`config.mk`:
```
export PLATFORM = sky130hd
export DESIGN_NAME = op_dispatch
export DESIGN_NICKNAME = d
export VERILOG_FILES = /design/src/rtl/op_dispatch_pkg.sv /design/src/rtl/op_dispatch_fifo.sv /design/src/rtl/op_dispatch.sv
export SDC_FILE = /design/constraint.sdc
export NUM_CORES = 1
export LEC_CHECK = 0
export BUFFER_PORTS_ARGS = -buffer_cell sky130_fd_sc_hd__clkbuf_2
export CORE_UTILIZATION = 45
export DETAILED_ROUTE_END_ITERATION = 8
export GPL_TIMING_DRIVEN = 0
export PLACE_DENSITY = 0.65
export SKIP_LAST_GASP = 1
export SYNTH_ARGS = -nofsm -noshare
export SYNTH_HDL_FRONTEND = slang
export SYNTH_HIERARCHICAL = 1
export SYNTH_SLANG_ARGS = --single-unit
```
`constraint.sdc`:
```
create_clock -name clk -period 3.4 [get_ports clk]
set_clock_uncertainty 0.15 [all_clocks]
set_input_delay 0.34 -clock clk [delete_from_list [all_inputs] [get_ports clk]]
set_output_delay 0.34 -clock clk [all_outputs]
set_load 0.02 [all_outputs]
```
`src/rtl/op_dispatch_pkg.sv`:
```
// Shared definitions for the operation dispatcher: descriptor layout and FSM state codes.
// Descriptor packs cmd, param and length in the low bytes, followed by left/right/top/bottom.
package op_dispatch_pkg;

   localparam int OPD_FIELD_W   = 8;
   localparam int OPD_CMD_LSB   = 0;
   localparam int OPD_PARAM_LSB = 8;
   localparam int OPD_LEN_LSB   = 16;
   localparam int OPD_RECT_LSB  = 24;

   localparam logic [1:0] OPD_IDLE   = 2'd0;
   localparam logic [1:0] OPD_LOAD   = 2'd1;
   localparam logic [1:0] OPD_ARM    = 2'd2;
   localparam logic [1:0] OPD_ACTIVE = 2'd3;

   function automatic int opd_desc_width(input int coord_w);
      return OPD_RECT_LSB + 4 * coord_w;
   endfunction

   localparam int OP_DESC_W = opd_desc_width(12);

endpackage

```
`src/rtl/op_dispatch_fifo.sv`:
```
// Small register-based FIFO holding pending op descriptors.
// A push into a full FIFO is accepted only when a pop happens in the same cycle.
module op_fifo
   import op_dispatch_pkg::*;
#(
   parameter int DEPTH = 4,
   parameter int WIDTH = OP_DESC_W
) (
   input  logic                     clk,
   input  logic                     rst_n,
   input  logic                     push,
   input  logic                     pop,
   input  logic                     flush,
   input  logic [WIDTH-1:0]         din,
   output logic [WIDTH-1:0]         dout,
   output logic                     full,
   output logic                     empty,
   output logic [$clog2(DEPTH):0]   count
);

   localparam int PTR_W = $clog2(DEPTH);
   localparam logic [PTR_W:0] FULL_COUNT = (PTR_W + 1)'(DEPTH);

   logic [WIDTH-1:0] mem [DEPTH];
   logic [PTR_W-1:0] wr_ptr;
   logic [PTR_W-1:0] rd_ptr;
   logic             do_push;
   logic             do_pop;

   assign full    = (count == FULL_COUNT);
   assign empty   = (count == '0);
   assign do_pop  = pop && !empty && !flush;
   assign do_push = push && (!full || do_pop) && !flush;

   always_ff @(posedge clk) begin
      if (do_push) begin
         mem[wr_ptr] <= din;
      end
   end

   // Pointers wrap naturally because DEPTH is a power of two.
   always_ff @(posedge clk or negedge rst_n) begin
      if (!rst_n) begin
         wr_ptr <= '0;
         rd_ptr <= '0;
         count  <= '0;
         dout   <= '0;
      end else if (flush) begin
         wr_ptr <= '0;
         rd_ptr <= '0;
         count  <= '0;
      end else begin
         if (do_push) begin
            wr_ptr <= wr_ptr + 1'b1;
         end
         if (do_pop) begin
            rd_ptr <= rd_ptr + 1'b1;
            dout   <= mem[rd_ptr];
         end
         case ({do_push, do_pop})
            2'b10:   count <= count + 1'b1;
            2'b01:   count <= count - 1'b1;
            default: count <= count;
         endcase
      end
   end

endmodule

```
`src/rtl/op_dispatch.sv`:
```
// Buffers SPI-written operation requests and issues them one at a time to the update
// engine, each aligned to frame_start and held for its programmed number of frames.
module op_dispatch
   import op_dispatch_pkg::*;
#(
   parameter int DEPTH   = 4,
   parameter int COORD_W = 12
) (
   input  logic               clk,
   input  logic               rst_n,
   input  logic               csr_en,
   input  logic               csr_op_en,
   input  logic [7:0]         csr_op_cmd,
   input  logic [7:0]         csr_op_param,
   input  logic [7:0]         csr_op_length,
   input  logic [COORD_W-1:0] csr_op_left,
   input  logic [COORD_W-1:0] csr_op_right,
   input  logic [COORD_W-1:0] csr_op_top,
   input  logic [COORD_W-1:0] csr_op_bottom,
   input  logic               frame_start,
   output logic               op_active,
   output logic               op_start,
   output logic               op_done,
   output logic [7:0]         op_cmd,
   output logic [7:0]         op_param,
   output logic [COORD_W-1:0] op_left,
   output logic [COORD_W-1:0] op_right,
   output logic [COORD_W-1:0] op_top,
   output logic [COORD_W-1:0] op_bottom,
   output logic [7:0]         op_frames_left,
   output logic               op_busy,
   output logic               op_queue,
   output logic               op_overflow,
   output logic               op_error
);

   localparam int DESC_W     = opd_desc_width(COORD_W);
   localparam int LEFT_LSB   = OPD_RECT_LSB;
   localparam int RIGHT_LSB  = LEFT_LSB + COORD_W;
   localparam int TOP_LSB    = RIGHT_LSB + COORD_W;
   localparam int BOTTOM_LSB = TOP_LSB + COORD_W;

   logic [1:0]               state;
   logic [DESC_W-1:0]        push_desc;
   logic [DESC_W-1:0]        fifo_dout;
   logic                     fifo_push;
   logic                     fifo_pop;
   logic                     fifo_full;
   logic                     fifo_empty;
   logic [$clog2(DEPTH):0]   fifo_count;
   logic [7:0]               load_cmd;
   logic [7:0]               load_param;
   logic [7:0]               load_len;
   logic [COORD_W-1:0]       load_left;
   logic [COORD_W-1:0]       load_right;
   logic [COORD_W-1:0]       load_top;
   logic [COORD_W-1:0]       load_bottom;
   logic                     load_bad_rect;
   logic [7:0]               cur_len;

   assign push_desc = {csr_op_bottom, csr_op_top, csr_op_right, csr_op_left,
                       csr_op_length, csr_op_param, csr_op_cmd};

   assign fifo_push = csr_op_en && csr_en;
   assign fifo_pop  = (state == OPD_IDLE) && csr_en && !fifo_empty;

   assign load_cmd      = fifo_dout[OPD_CMD_LSB   +: OPD_FIELD_W];
   assign load_param    = fifo_dout[OPD_PARAM_LSB +: OPD_FIELD_W];
   assign load_len      = fifo_dout[OPD_LEN_LSB   +: OPD_FIELD_W];
   assign load_left     = fifo_dout[LEFT_LSB      +: COORD_W];
   assign load_right    = fifo_dout[RIGHT_LSB     +: COORD_W];
   assign load_top      = fifo_dout[TOP_LSB       +: COORD_W];
   assign load_bottom   = fifo_dout[BOTTOM_LSB    +: COORD_W];
   assign load_bad_rect = (load_left > load_right) || (load_top > load_bottom);

   op_fifo #(
      .DEPTH (DEPTH),
      .WIDTH (DESC_W)
   ) u_fifo (
      .clk   (clk),
      .rst_n (rst_n),
      .push  (fifo_push),
      .pop   (fifo_pop),
      .flush (!csr_en),
      .din   (push_desc),
      .dout  (fifo_dout),
      .full  (fifo_full),
      .empty (fifo_empty),
      .count (fifo_count)
   );

   // Dropping csr_en aborts silently: no op_done, and the frame counter is cleared.
   always_ff @(posedge clk or negedge rst_n) begin
      if (!rst_n) begin
         state          <= OPD_IDLE;
         op_active      <= 1'b0;
         op_start       <= 1'b0;
         op_done        <= 1'b0;
         op_frames_left <= 8'd0;
      end else begin
         op_start <= 1'b0;
         op_done  <= 1'b0;
         if (!csr_en) begin
            state          <= OPD_IDLE;
            op_active      <= 1'b0;
            op_frames_left <= 8'd0;
         end else begin
            case (state)
               OPD_IDLE: begin
                  if (!fifo_empty) begin
                     state <= OPD_LOAD;
                  end
               end
               OPD_LOAD: begin
                  state <= load_bad_rect ? OPD_IDLE : OPD_ARM;
               end
               OPD_ARM: begin
                  if (frame_start) begin
                     state          <= OPD_ACTIVE;
                     op_active      <= 1'b1;
                     op_start       <= 1'b1;
                     op_frames_left <= cur_len;
                  end
               end
               OPD_ACTIVE: begin
                  if (frame_start) begin
                     if (op_frames_left == 8'd1) begin
                        state          <= OPD_IDLE;
                        op_active      <= 1'b0;
                        op_done        <= 1'b1;
                        op_frames_left <= 8'd0;
                     end else begin
                        op_frames_left <= op_frames_left - 1'b1;
                     end
                  end
               end
               default: state <= OPD_IDLE;
            endcase
         end
      end
   end

   // Descriptor outputs only change on a successful load, so a discarded op leaves them intact.
   always_ff @(posedge clk or negedge rst_n) begin
      if (!rst_n) begin
         op_cmd    <= 8'd0;
         op_param  <= 8'd0;
         op_left   <= '0;
         op_right  <= '0;
         op_top    <= '0;
         op_bottom <= '0;
         cur_len   <= 8'd0;
      end else if (csr_en && (state == OPD_LOAD) && !load_bad_rect) begin
         op_cmd    <= load_cmd;
         op_param  <= load_param;
         op_left   <= load_left;
         op_right  <= load_right;
         op_top    <= load_top;
         op_bottom <= load_bottom;
         cur_len   <= (load_len == 8'd0) ? 8'd1 : load_len;
      end
   end

   // Status mirrors lag the state and FIFO count by one cycle; sticky flags clear on reset only.
   always_ff @(posedge clk or negedge rst_n) begin
      if (!rst_n) begin
         op_busy     <= 1'b0;
         op_queue    <= 1'b0;
         op_overflow <= 1'b0;
         op_error    <= 1'b0;
      end else begin
         op_busy  <= (state != OPD_IDLE);
         op_queue <= (fifo_count != '0);
         if (fifo_push && fifo_full && !fifo_pop) begin
            op_overflow <= 1'b1;
         end
         if (csr_en && (state == OPD_LOAD) && load_bad_rect) begin
            op_error <= 1'b1;
         end
      end
   end

endmodule

```
# ---- Word-level counts from Yosys, hierarchy flattened
# Memories as Yosys holds them, arrays and structs flattened. A register that Yosys moved wholly into a read port is not among the register bits.
# Index checks and enable logic that the tools add are counted.
dict set report totals {
  ff_bits 96
  ram_bits 288
  input_bits 77
  elab_cells 103
  mem_count 1
}
dict set report op_classes {
  addsub 5
  magnitude_cmp 2
  n_eq_ne 15
  muxes 33
  n_reduce_logical 28
}
# memory words word_bits read_ports rd_clocked_by_memory_dff wr line_no
set memory_table {}
lappend memory_table {u_fifo.mem 4 72 1 1 1 op_dispatch_fifo.sv:24} ;# logic [WIDTH-1:0] mem [DEPTH];
# cell count
set op_table {}
lappend op_table {{8-bit two-way mux} 5}
lappend op_table {{12-bit greater-than comparator} 2}
lappend op_table {{2-bit two-way mux} 10}
lappend op_table {{8-bit case mux with 2 select lines} 1}
lappend op_table {{1-bit two-way mux} 13}
lappend op_table {{1-bit logical AND} 12}
lappend op_table {{3-bit != test (second input constant)} 4}
lappend op_table {{8-bit by 1-bit == test with 1-bit output (second input constant)} 1}
lappend op_table {{8-bit zero test} 1}
lappend op_table {{2-bit case mux with 4 select lines} 1}
lappend op_table {{4-bit AND reduction} 2}
lappend op_table {{8-bit by 1-bit subtractor with 8-bit output (second input constant)} 1}
lappend op_table {{2-bit == test (second input constant)} 3}
lappend op_table {{3-bit by 1-bit != test with 1-bit output (second input constant)} 2}
lappend op_table {{3-bit case mux with 2 select lines} 1}
lappend op_table {{1-bit zero test} 5}
lappend op_table {{2-bit by 1-bit adder with 2-bit output (second input constant)} 2}
lappend op_table {{2-bit by 1-bit == test with 1-bit output (second input constant)} 2}
lappend op_table {{2-bit by 1-bit != test with 1-bit output (second input constant)} 2}
lappend op_table {{3-bit by 1-bit adder with 3-bit output (second input constant)} 1}
lappend op_table {{3-bit == test (second input constant)} 1}
lappend op_table {{3-bit zero test} 1}
lappend op_table {{3-bit two-way mux} 1}
lappend op_table {{3-bit AND reduction} 1}
lappend op_table {{other kinds (7)} 8}

# ---- Depth between registers and ports, before layout
# Gate-level depths: netlist (run 1).
dict set report depth {
  depth_word 11
  ltp_mapped 10
}

# ---- Hierarchy
# The synthesis (run 1) kept the hierarchy.
# module instances cells_each area_each_um2
set by_module_without_submodules {}
lappend by_module_without_submodules {op_fifo 1 590 13979.7}
lappend by_module_without_submodules {op_dispatch 1 327 4125.2}

# ---- Worst setup path before layout (run 1)
# No wires, ideal clock.
dict set report synth_timing {
  path_type {register to register}
  startpoint {register state[0]}
  endpoint {memory u_fifo/mem[0][0] (netlist name) (enable)}
  setup_time_ns 0.438
  arrival_ns 3.126
  t_required_ns 2.812
  path_slack_ns -0.314
  path_stages_with_launch 8
  synth_period_minus_slack_ns 3.714
  path_cell_list {dfrtp_1 > clkbuf_1 > nand2b_1 > nor3_1 > buf_2 > nor4b_2 > nor3_1 > and2_1}
}
dict set report synth_via {
  elab_chain_cells 10
}
# element line_no
set synth_lines {}
lappend synth_lines {{start, declared} op_dispatch.sv:43} ;# logic [1:0] state;
lappend synth_lines {{start signal, assigned} op_dispatch.sv:115} ;# state <= load_bad_rect ? OPD_IDLE : OPD_ARM;
lappend synth_lines {{2-bit zero test} op_dispatch.sv:65} ;# assign fifo_pop = (state == OPD_IDLE) && csr_en && !fifo_empty;
lappend synth_lines {{1-bit logical AND (2 in series)} op_dispatch.sv:65}
lappend synth_lines {{via fifo_pop} op_dispatch.sv:47} ;# logic fifo_pop;
lappend synth_lines {{1-bit logical AND (2 in series)} op_dispatch_fifo.sv:32} ;# assign do_pop = pop && !empty && !flush;
lappend synth_lines {{1-bit logical OR} op_dispatch_fifo.sv:33} ;# assign do_push = push && (!full || do_pop) && !flush;
lappend synth_lines {{1-bit logical AND (2 in series)} op_dispatch_fifo.sv:33}
lappend synth_lines {{1-bit two-way mux} op_dispatch_fifo.sv:36} ;# if (do_push) begin
lappend synth_lines {{1-bit two-way mux (implied by the code)} op_dispatch_fifo.sv:37} ;# mem[wr_ptr] <= din;
lappend synth_lines {{end, declared} op_dispatch_fifo.sv:24}
# The timed path passes the listed nets, and every way through them passes these cells.

# ---- Worst setup path in the final report (run 1)
dict set report layout_timing {
  startpoint {register u_fifo.dout[45] (read register of u_fifo.mem)}
  endpoint {register op_bottom[0]}
}
dict set report layout_via {
  elab_chain_cells 4
}
# element line_no
set layout_lines {}
lappend layout_lines {{start, declared} op_dispatch_fifo.sv:15} ;# output logic [WIDTH-1:0] dout,
lappend layout_lines {{12-bit greater-than comparator} op_dispatch.sv:74} ;# assign load_bad_rect = (load_left > load_right) || (load_top > load_bottom);
lappend layout_lines {{1-bit logical OR} op_dispatch.sv:74}
lappend layout_lines {{1-bit zero test} op_dispatch.sv:153} ;# end else if (csr_en && (state == OPD_LOAD) && !load_bad_rect) begin
lappend layout_lines {{1-bit logical AND} op_dispatch.sv:153}
lappend layout_lines {{end signal, assigned} op_dispatch.sv:159} ;# op_bottom <= load_bottom;
lappend layout_lines {{end, declared} op_dispatch.sv:29} ;# output logic [COORD_W-1:0] op_bottom,
# Every way passes these cells.
# A chain may end at the register's enable or synchronous reset.

==> results.json, run 1 <==
{
  "worst_ep_required_time_ns": 3.70,
  "root_buffer": "clkbuf_16",
  "ys_async_sr_fraction_pct": 36.8,
  "dr.pass1.iters": 4,
  "finalCriticalPeriod_ns": 3.26,
  "whs_ns": 0.226,
  "maxCapViolations": 0,
  "clkTransAtPathRegs_ns": 0.06,
  "setup_tns_ns": 0,
  "grt_overflow": 0,
  "cts_buffer_depth": 3,
  "htreeDepth": 2,
  "place.gp.congestion": 0.789,
  "cts_tree": "yes",
  "critical_path_class": "register to register",
  "grt_usage_pct": 18.4,
  "maxSlewViolCount": 0,
  "synth_edf_count": 288,
  "antenna_left": 0,
  "grt_pass1_vias": 9831,
  "clock_latency_ns": 0.58,
  "synth_top_area_share_pct": 47.8,
  "path_depth": 8,
  "wl_um": 37100,
  "ios": 156,
  "synth_xor_area_share_pct": 0.194,
  "cts_setup_buffers": 0,
  "report.final.setup_viol": 0,
  "finalCritPeriodShare_pct": 95.8,
  "grt_max_degree": 87,
  "vdd_ir_drop_max_mv": 0.544,
  "synthMuxAreaShare_pct": 19.5,
  "fillerInstances": 3122,
  "crit_path_top_delay_cell": "buf_2",
  "dp_hpwl_um": 22900,
  "drt_iter0_markers": 417,
  "rsz0062_at_grt": "no",
  "final_nets": 1315,
  "grt_first_pass_wirelength_um": 56900,
  "synthesis.nets": 1025,
  "synth_top_family_by_area": "multiplexers",
  "yosys.area_share.simple_pct": 2.34,
  "yosys-top-cells-count": "288 x edfxtp_1, 168 x dfrtp_1, 70 x mux2_4, 70 x mux4_2, 67 x mux2_2",
  "fp.coreArea_um2": 39700,
  "min_path_type": "input pin to asynchronous set/reset pin",
  "reg2reg_depth": 8,
  "p_leak_uw": 0.00867,
  "die_w_um": 203,
  "wire_per_inst_um": 20.9,
  "arrival_ns": 3.55,
  "die-area_um2": 41000,
  "io_buffers": 155,
  "start_util_pct": 45.6,
  "synth-compound-area-share_pct": 2.23,
  "drc": 0,
  "num_rows": 73,
  "reg2reg_slack_ns": 0.14,
  "drive_gt1_share_pct": 38.8,
  "yosysSeqAreaShare_pct": 71.0,
  "synth_ff_type": "edfxtp_1",
  "cts-buffers-inserted": 47,
  "critPathTopFamily": "compound AO/OA/AOI/OAI gates",
  "slowest_delay_ns": 0.52,
  "yosysMostFrequentCell": "edfxtp_1",
  "power_density_nw_per_um2": 637,
  "vias_per_cell": 5.22,
  "syn_area_um2": 18100,
  "clock-sinks": 456,
  "worstPathMaxFanout": 10,
  "outcome": "finished, final reports clean",
  "yosys.area_share.adder_pct": 2.18,
  "vias": 9263,
  "endpoint_kind": "register",
  "antenna_found_initial": 3,
  "max-slew-margin-rel_pct": 48.5,
  "ys_warn_count": 6,
  "final_hold_viol_count": 0,
  "cp-start-kind": "register",
  "clock.fmax_ghz": 0.307,
  "ys_ff_latch": 456,
  "ys_top_cells_by_area": "edfxtp_1 48%, dfrtp_1 23%, mux4_2 8.7%",
  "dieHeight_um": 203,
  "crit_buf_inv": 2,
  "synthToLayoutAreaGrowth_pct": 21.8,
  "syn_area_per_cell_um2": 19.7,
  "netlist.top_cell.by_area": "edfxtp_1",
  "synth_cell_types": 56,
  "synth_cells": 917,
  "tightest_slew_ns": 0.773,
  "crit_chain": "inv_1, ha_1, a211oi_1, nor2_1, o41a_1, nor3_4, buf_2, mux2_2"
}
-- sequential cells by signal, indices dropped and copies added, names as in the netlist, 2 cells and up --
name	count
op_frames_left	8
u_fifo/mem	288
u_fifo/dout	72
u_fifo/rd_ptr	2
u_fifo/wr_ptr	2
cur_len	8
op_bottom	12
u_fifo/count	3
state	2
op_param	8
op_right	12
op_cmd	8
op_top	12
op_left	12
-- worst register-to-register path: cells and delay by family, from the launching register on --
kind | cells | cell delay (ns)
compound gates | 2 | 0.71
fa+ha+maj | 1 | 0.29
buf+inv | 2 | 0.59
flops | 1 | 0.42
mux | 1 | 0.40
simple gates | 2 | 0.58
-- final cells by class --
| cell class | instances | area [um^2] | area share [%] |
|---|---|---|---|
| clock buffers | 53 | 1210 | 5.48 |
| inverters | 37 | 139 | 0.630 |
| flip-flops and latches | 456 | 12900 | 58.3 |
| clock inverters | 35 | 339 | 1.54 |
| multi-input cells | 390 | 4840 | 21.9 |
| plain buffers | 38 | 323 | 1.46 |
| well taps | 525 | 657 | 2.98 |
| repair buffers | 237 | 1690 | 7.68 |
| diodes | 2 | 5.00 | 0.0227 |
-- metrics by stage --
stage	util [%]	cell area [um^2]	instances	worst slack [ns]	power (uW)
floorplan	-	18100	917	0.470	8220
global placement	49.2	19500	1597	-1.59	8920
detailed placement	49.6	19700	1602	0.151	8980
CTS	55.4	22000	1767	0.123	14200
global route	55.5	22000	1772	0.0324	14700
finish	55.5	22100	1773	0.144	14000
-- power by group --
group          internal (uW)  switching (uW)
registers               6430             427
clock network           3020            2100
logic                   1060            1010
-- final timing paths --
kind,to,start
worst max-delay path,op_bottom[0],u_fifo/dout[45]
worst min-delay path,u_fifo/dout[26],rst_n
max in group asynchronous,op_done,rst_n
worst min register to register,op_overflow,op_overflow
min in group clk,op_overflow,op_overflow
worst max register to register,op_bottom[0],u_fifo/dout[45]
-- cell usage in the layout, fill, tap and decap left out, types with 3 or more instances in the layout --
cell type	n
nor2_1	13
nand2_1	10
buf_16	5
edfxtp_1	288
clkbuf_16	47
inv_1	37
ha_1	30
nor2b_1	3
a21oi_1	15
dfrtp_1	168
nor3_1	8
mux2_4	70
clkbuf_1	15
buf_12	6
and2_4	4
mux2_2	67
nand4_1	8
clkbuf_2	154
clkinvlp_4	4
buf_2	12
mux4_2	70
mux2_1	7
or3_1	4
a221o_1	4
a211oi_1	4
nor3b_1	3
clkinv_2	12
inv_6	4
o21ai_0	12
o211ai_1	5
and2_2	4
clkinv_1	9
dlygate4sd3_1	77
bufinv_16	6
nand2b_1	3
o21bai_1	4
buf_6	9
-- kinds of logic (layout without fill, tap and decap cells) --
family,Yosys count,count (layout)
and+or+nand+nor,73,77
AOI/OAI and AO/OA,60,60
adders and majority gates,31,31
buffers and inverters,75,400
DFF,456,456
other,0,2
xor gates and xnor gates,4,4
muxes,218,218
-- layer usage --
layer  global-route usage (%)  part of all wire (%)  up-vias
li1                         -                     -     4174
met1                     24.7                    43     4834
met2                     30.1                    50      195
met3                     3.61                   4.6       58
met4                     6.44                   2.5        2
met5                        0                 0.027        -
-- repair_timing --
item                                   in CTS  in global routing
endpoints found under the hold margin     376                  0
hold buffers                               77                  0
setup endpoints to repair                   0                 85
gates resized for setup                     0                  1
Note: power is estimated with default switching activity, not from simulation.
==> run 2: changes to the inputs <==
==> constraint.sdc (replaced) <==
create_clock -name clk -period 2.7 [get_ports clk]
set_clock_uncertainty 0.15 [all_clocks]
set_input_delay 0.27 -clock clk [delete_from_list [all_inputs] [get_ports clk]]
set_output_delay 0.27 -clock clk [all_outputs]
set_load 0.02 [all_outputs]
==> run 2 against run 1 <==
Against the previous run: final area up 3.3%; die area did not move; global-route usage up 0.54 points; sequential power rose by 26%; sequential share of layout area is 1.9 points lower; total power up 29%; maximum frequency grew 21%; first-iteration DRC count increased by 9.1%; routed wire length up 3.5%; count of clock-buffer cells in the layout stayed put; critical path type unchanged.
==> results.json, run 2 (same netlist as run 1, synthesis figures left out) <==
{
  "outcome": "finished, final reports clean",
  "cts-buffers-inserted": 47,
  "finalCritPeriodShare_pct": 99.8,
  "mostFrequentLayoutCells": "288 x edfxtp_1, 167 x dfrtp_1, 154 x clkbuf_2",
  "grt_usage_pct": 19.0,
  "layout_commonest_cell": "edfxtp_1",
  "power_density_nw_per_um2": 798,
  "report.final.setup_viol": 0,
  "maxSlewViolCount": 0,
  "die-area_um2": 41000,
  "max-slew-margin-rel_pct": 48.8,
  "vias": 9409,
  "min_path_type": "input pin to asynchronous set/reset pin",
  "clock-sinks": 456,
  "finalCriticalPeriod_ns": 2.69,
  "grt_pass1_vias": 9951,
  "clock.fmax_ghz": 0.371,
  "reg_top3": "u_fifo/mem: 288 flops, u_fifo/dout: 72 flops",
  "dpl_worst_slack_ns": -0.549,
  "critical_path_class": "register to register",
  "dp_hpwl_um": 22900,
  "num_rows": 73,
  "fp.coreArea_um2": 39700,
  "vias_per_cell": 5.22,
  "whs_ns": 0.165,
  "crit_chain": "ha_1, nand4_1, buf_4, a211oi_2, o41a_1, nor3_4, buf_6, clkbuf_16, mux2_4",
  "ios": 156,
  "maxCapViolations": 0,
  "post-route-util_pct": 57.3,
  "tightest_slew_ns": 0.768,
  "final_nets": 1345,
  "io_buffers": 155,
  "dieHeight_um": 203,
  "cts_buffer_depth": 3,
  "setup_tns_ns": 0,
  "arrival_ns": 2.99,
  "cts_tree": "yes",
  "slowest_delay_ns": 0.41,
  "synthToLayoutAreaGrowth_pct": 25.9,
  "p_leak_uw": 0.00894,
  "final_hold_viol_count": 0,
  "dr.pass1.iters": 6,
  "wire_per_inst_um": 21.3,
  "clock_latency_ns": 0.58,
  "drive_gt1_share_pct": 42.1,
  "fin_ws_ns": 0.00601,
  "drc": 0,
  "rsz0062_at_grt": "yes",
  "drt_iter0_markers": 455,
  "start_util_pct": 45.6,
  "vdd_ir_drop_max_mv": 0.684,
  "stdcell_count": 1803,
  "numPlacedInstances": 1602,
  "largest_reg_flops": 288,
  "root_buffer": "clkbuf_16",
  "wl_um": 38400,
  "cp-start-kind": "register",
  "worst_ep_required_time_ns": 3.00,
  "grt_first_pass_wirelength_um": 58400,
  "crit_path_top_delay_cell": "dfrtp_1",
  "worstPathMaxFanout": 6,
  "antenna_found_initial": 3,
  "die_w_um": 203,
  "grt_overflow": 0,
  "htreeDepth": 2,
  "top_register": "u_fifo/mem",
  "endpoint_kind": "register",
  "place.gp.congestion": 0.789,
  "grt_max_degree": 87,
  "antenna_left": 0,
  "clkTransAtPathRegs_ns": 0.06
}
-- run 2: changes by cell type in the layout (fill, tap and decap cells not counted), moves of 6 or more --
cell	change
buf_4	+21
ha_1	-6
mux2_4	+29
mux2_2	-27
ha_4	+6
buf_12	+10
buf_2	-9
-- run 2: final timing paths --
path                       depth (start not counted)          endpoint  slack, ns       startpoint
setup / recovery                                   9      op_bottom[1]      0.006  u_fifo/dout[34]
hold / removal                                     2   u_fifo/dout[26]       0.16            rst_n
setup reg to reg                                   9      op_bottom[1]      0.006  u_fifo/dout[34]
hold reg to reg                                    1       op_overflow       0.34      op_overflow
max in group asynchronous                          3           op_done       1.32            rst_n
min in group clk                                   2  u_fifo/mem[1][2]       0.30    csr_op_cmd[2]
-- run 2: worst max-delay path: cells and delay by family, from the launching register on --
kind | cells | cell delay, ns
AOI/OAI and AO/OA | 2 | 0.44
and+or+nand+nor | 2 | 0.39
adders and majority gates | 1 | 0.32
DFF | 1 | 0.41
muxes | 1 | 0.31
buffers and inverters | 3 | 0.55
-- run 2: metal layers --
layer  track usage [%]  vias up  part of all wire, %
met5                 0        -                0.026
met4              6.36        2                  2.2
met3              3.68       56                  4.7
met2              31.4      199                   50
met1              25.2     4920                   43
li1                  -     4232                    -
-- run 2: layout make-up --
class / count / area, um^2
Clock buffer: 53 / 1210
Multi-Input combinational cell: 390 / 5090
Sequential cell: 456 / 12900
Buffer: 37 / 423
Inverter: 37 / 139
Fill cell: 3056 / 16900
Clock inverter: 35 / 339
Tap cell: 525 / 657
Timing Repair Buffer: 268 / 2070
Antenna cell: 2 / 5.00
-- run 2: where the power goes --
group / internal [uW] / switching (uW) / total (uW)
combinational: 1660 / 1410 / 3070
sequential: 8100 / 554 / 8650
clock: 3810 / 2650 / 6460
-- run 2: what timing repair did --
action / CTS / global route
hold buffers: 77 / 0
gates resized for setup: 33 / 60
setup endpoints to repair: 363 / 294
cloned: 4 / 4
endpoints found under the hold margin: 377 / 0
pin swaps: 6 / 8
buffers inserted: 14 / 13
-- run 2: metrics by stage --
step	total power, uW	area, um^2
after floorplan	10400	18100
after global placement	11200	19500
after detailed placement	11300	19700
after CTS	18000	22300
after global routing	19000	22800
final	18200	22800
==> run 3: changes to the inputs <==
--- a/config.mk
+++ b/config.mk
@@ -5,7 +5,7 @@
 export SDC_FILE = /design/constraint.sdc
 export NUM_CORES = 1
 export LEC_CHECK = 0
-export BUFFER_PORTS_ARGS = -buffer_cell sky130_fd_sc_hd__clkbuf_2
+export BUFFER_PORTS_ARGS = -buffer_cell sky130_fd_sc_hd__buf_2
 export CORE_UTILIZATION = 45
 export DETAILED_ROUTE_END_ITERATION = 8
 export GPL_TIMING_DRIVEN = 0
==> run 3 against run 2 <==
Against the previous run: sequential share of layout area is 0.62 points higher; combinational power shrank 4%; largest power group unchanged; sequential power is essentially flat; worst setup slack worse by 0.0043 ns.
==> results.json, run 3 (same netlist as run 1, synthesis figures left out) <==
{
  "antenna_left": 0,
  "tightest_slew_ns": 0.776,
  "cts_tree": "yes",
  "slowest_delay_ns": 0.45,
  "synthToLayoutAreaGrowth_pct": 24.5,
  "worst_ep_required_time_ns": 3.00,
  "clock.fmax_ghz": 0.371,
  "dpl_cell_area_um2": 19700,
  "whs_ns": 0.0712,
  "min_path_type": "input pin to asynchronous set/reset pin",
  "finalCriticalPeriod_ns": 2.70,
  "maxCapViolations": 0,
  "crit_path_top_delay_cell": "o41a_1",
  "finalCritPeriodShare_pct": 99.9,
  "p_total_uw": 18000,
  "die_w_um": 203,
  "final_hold_viol_count": 0,
  "start_util_pct": 45.6,
  "diodes": 0,
  "post-route-util_pct": 56.7,
  "root_buffer": "clkbuf_16",
  "wire_per_inst_um": 21.1,
  "crit_chain": "ha_1, a21o_1, nand3_2, a21oi_2, o41a_1, nor3_4, buf_6, buf_6, buf_12, mux2_4",
  "grt_pass1_vias": 10015,
  "ios": 156,
  "mostFrequentLayoutCells": "288 x edfxtp_1, 167 x dfrtp_1, 157 x buf_2",
  "cp-start-kind": "register",
  "grt_first_pass_wirelength_um": 59100,
  "arrival_ns": 3.00,
  "grt_usage_pct": 19.2,
  "endpoint_kind": "register",
  "dr.pass1.iters": 5,
  "grt_overflow": 0,
  "power_density_nw_per_um2": 798,
  "drive_gt1_share_pct": 41.0,
  "top_register": "u_fifo/mem",
  "final_nets": 1343,
  "reg_top3": "u_fifo/mem: 288 flops, u_fifo/dout: 72 flops",
  "cts_buffer_depth": 3,
  "fin_area_um2": 22500,
  "drt_iter0_markers": 451,
  "reg2reg_slack_ns": 0.002,
  "worstPathMaxFanout": 5,
  "crit_path_frequent_cell": "buf_6",
  "report.final.setup_viol": 0,
  "clock_latency_ns": 0.58,
  "maxSlewViolCount": 0,
  "critPathTopFamily": "compound AO/OA/AOI/OAI gates",
  "largest_reg_flops": 288,
  "grt_max_degree": 91,
  "p_leak_uw": 0.00891,
  "setup_tns_ns": 0,
  "antenna_found_initial": 0,
  "drc": 0,
  "htreeDepth": 2,
  "layout_commonest_cell": "edfxtp_1",
  "vias": 9307,
  "num_rows": 73,
  "wl_um": 38000,
  "vdd_ir_drop_max_mv": 0.516,
  "clkTransAtPathRegs_ns": 0.06,
  "rsz0062_at_grt": "yes",
  "place.gp.congestion": 0.788,
  "vias_per_cell": 5.17,
  "max-slew-margin-rel_pct": 48.3,
  "critical_path_class": "register to register",
  "outcome": "finished, final reports clean",
  "dp_hpwl_um": 22900,
  "die-area_um2": 41000,
  "cts-buffers-inserted": 47,
  "io_buffers": 155,
  "crit_buf_inv": 3,
  "clock-sinks": 456,
  "fp.coreArea_um2": 39700,
  "dieHeight_um": 203
}
run 3: cell count changes in the layout (fill, tap and decap cells not counted), sizes merged:
cell,previous run,this run
inv,41,39
bufinv,6,3
buf,60,217
clkinvlp,4,1
diode,2,0
clkbuf,221,80
clkinv,21,11
run 3: per-layer routing:
| metal | up-vias | share of wire (%) | track usage, % |
|---|---|---|---|
| li1 | 4237 | - | - |
| met1 | 4831 | 44 | 25.3 |
| met2 | 189 | 50 | 32.3 |
| met3 | 50 | 4.4 | 3.69 |
| met4 | 0 | 2.1 | 6.04 |
| met5 | - | 0 | 0 |
run 3: layout make-up:
| type | count | area (um^2) |
|---|---|---|
| Fill cell | 3062 | 17200 |
| Timing Repair Buffer | 266 | 1960 |
| Clock inverter | 17 | 183 |
| Inverter | 37 | 139 |
| Multi-Input combinational cell | 390 | 4970 |
| Clock buffer | 71 | 1360 |
| Sequential cell | 456 | 12900 |
| Tap cell | 525 | 657 |
| Buffer | 37 | 415 |
run 3: worst reg2reg max path, delay by kind of cell, from the launching register on:
| family | cells | cell delay [ns] |
|---|---|---|
| multiplexers | 1 | 0.31 |
| AND/OR/NAND/NOR | 2 | 0.26 |
| flip-flops | 1 | 0.41 |
| adder cells (fa/ha/maj) | 1 | 0.33 |
| AO/OA/AOI/OAI | 3 | 0.71 |
| buffers and inverters | 3 | 0.41 |
run 3: stage by stage:
| step | worst slack [ns] | std cells |
|---|---|---|
| 2_1_floorplan | -0.230 | 917 |
| 3_3_place_gp | -1.78 | 1597 |
| 3_5_place_dp | -0.528 | 1602 |
| 4_1_cts | -0.109 | 1789 |
| 5_1_grt | -0.0574 | 1799 |
| 6_report | 0.00176 | 1799 |
run 3: timing repair:
item / CTS / global route
gates cloned: 5 / 0
hold endpoints to repair: 373 / 0
setup endpoints to repair: 360 / 300
gates resized for setup: 31 / 30
buffers inserted: 17 / 12
pin swaps: 8 / 13
hold buffers: 77 / 0
run 3: path summary, 6_finish.rpt:
path	startpoint	endpoint	cells after the start
max	u_fifo/dout[29]	op_bottom[1]	10
min	rst_n	u_fifo/dout[26]	2
max reg2reg	u_fifo/dout[29]	op_bottom[1]	10
min reg2reg	op_error	op_error	1
max in group asynchronous	rst_n	u_fifo/count[2]	3
min in group clk	csr_op_top[10]	u_fifo/mem[2][58]	2
run 3: power breakdown:
group	switching (uW)	internal (uW)	leakage, uW
Clock	2630	3770	0.000751
Sequential	522	8100	0.00486
Combinational	1380	1580	0.00330
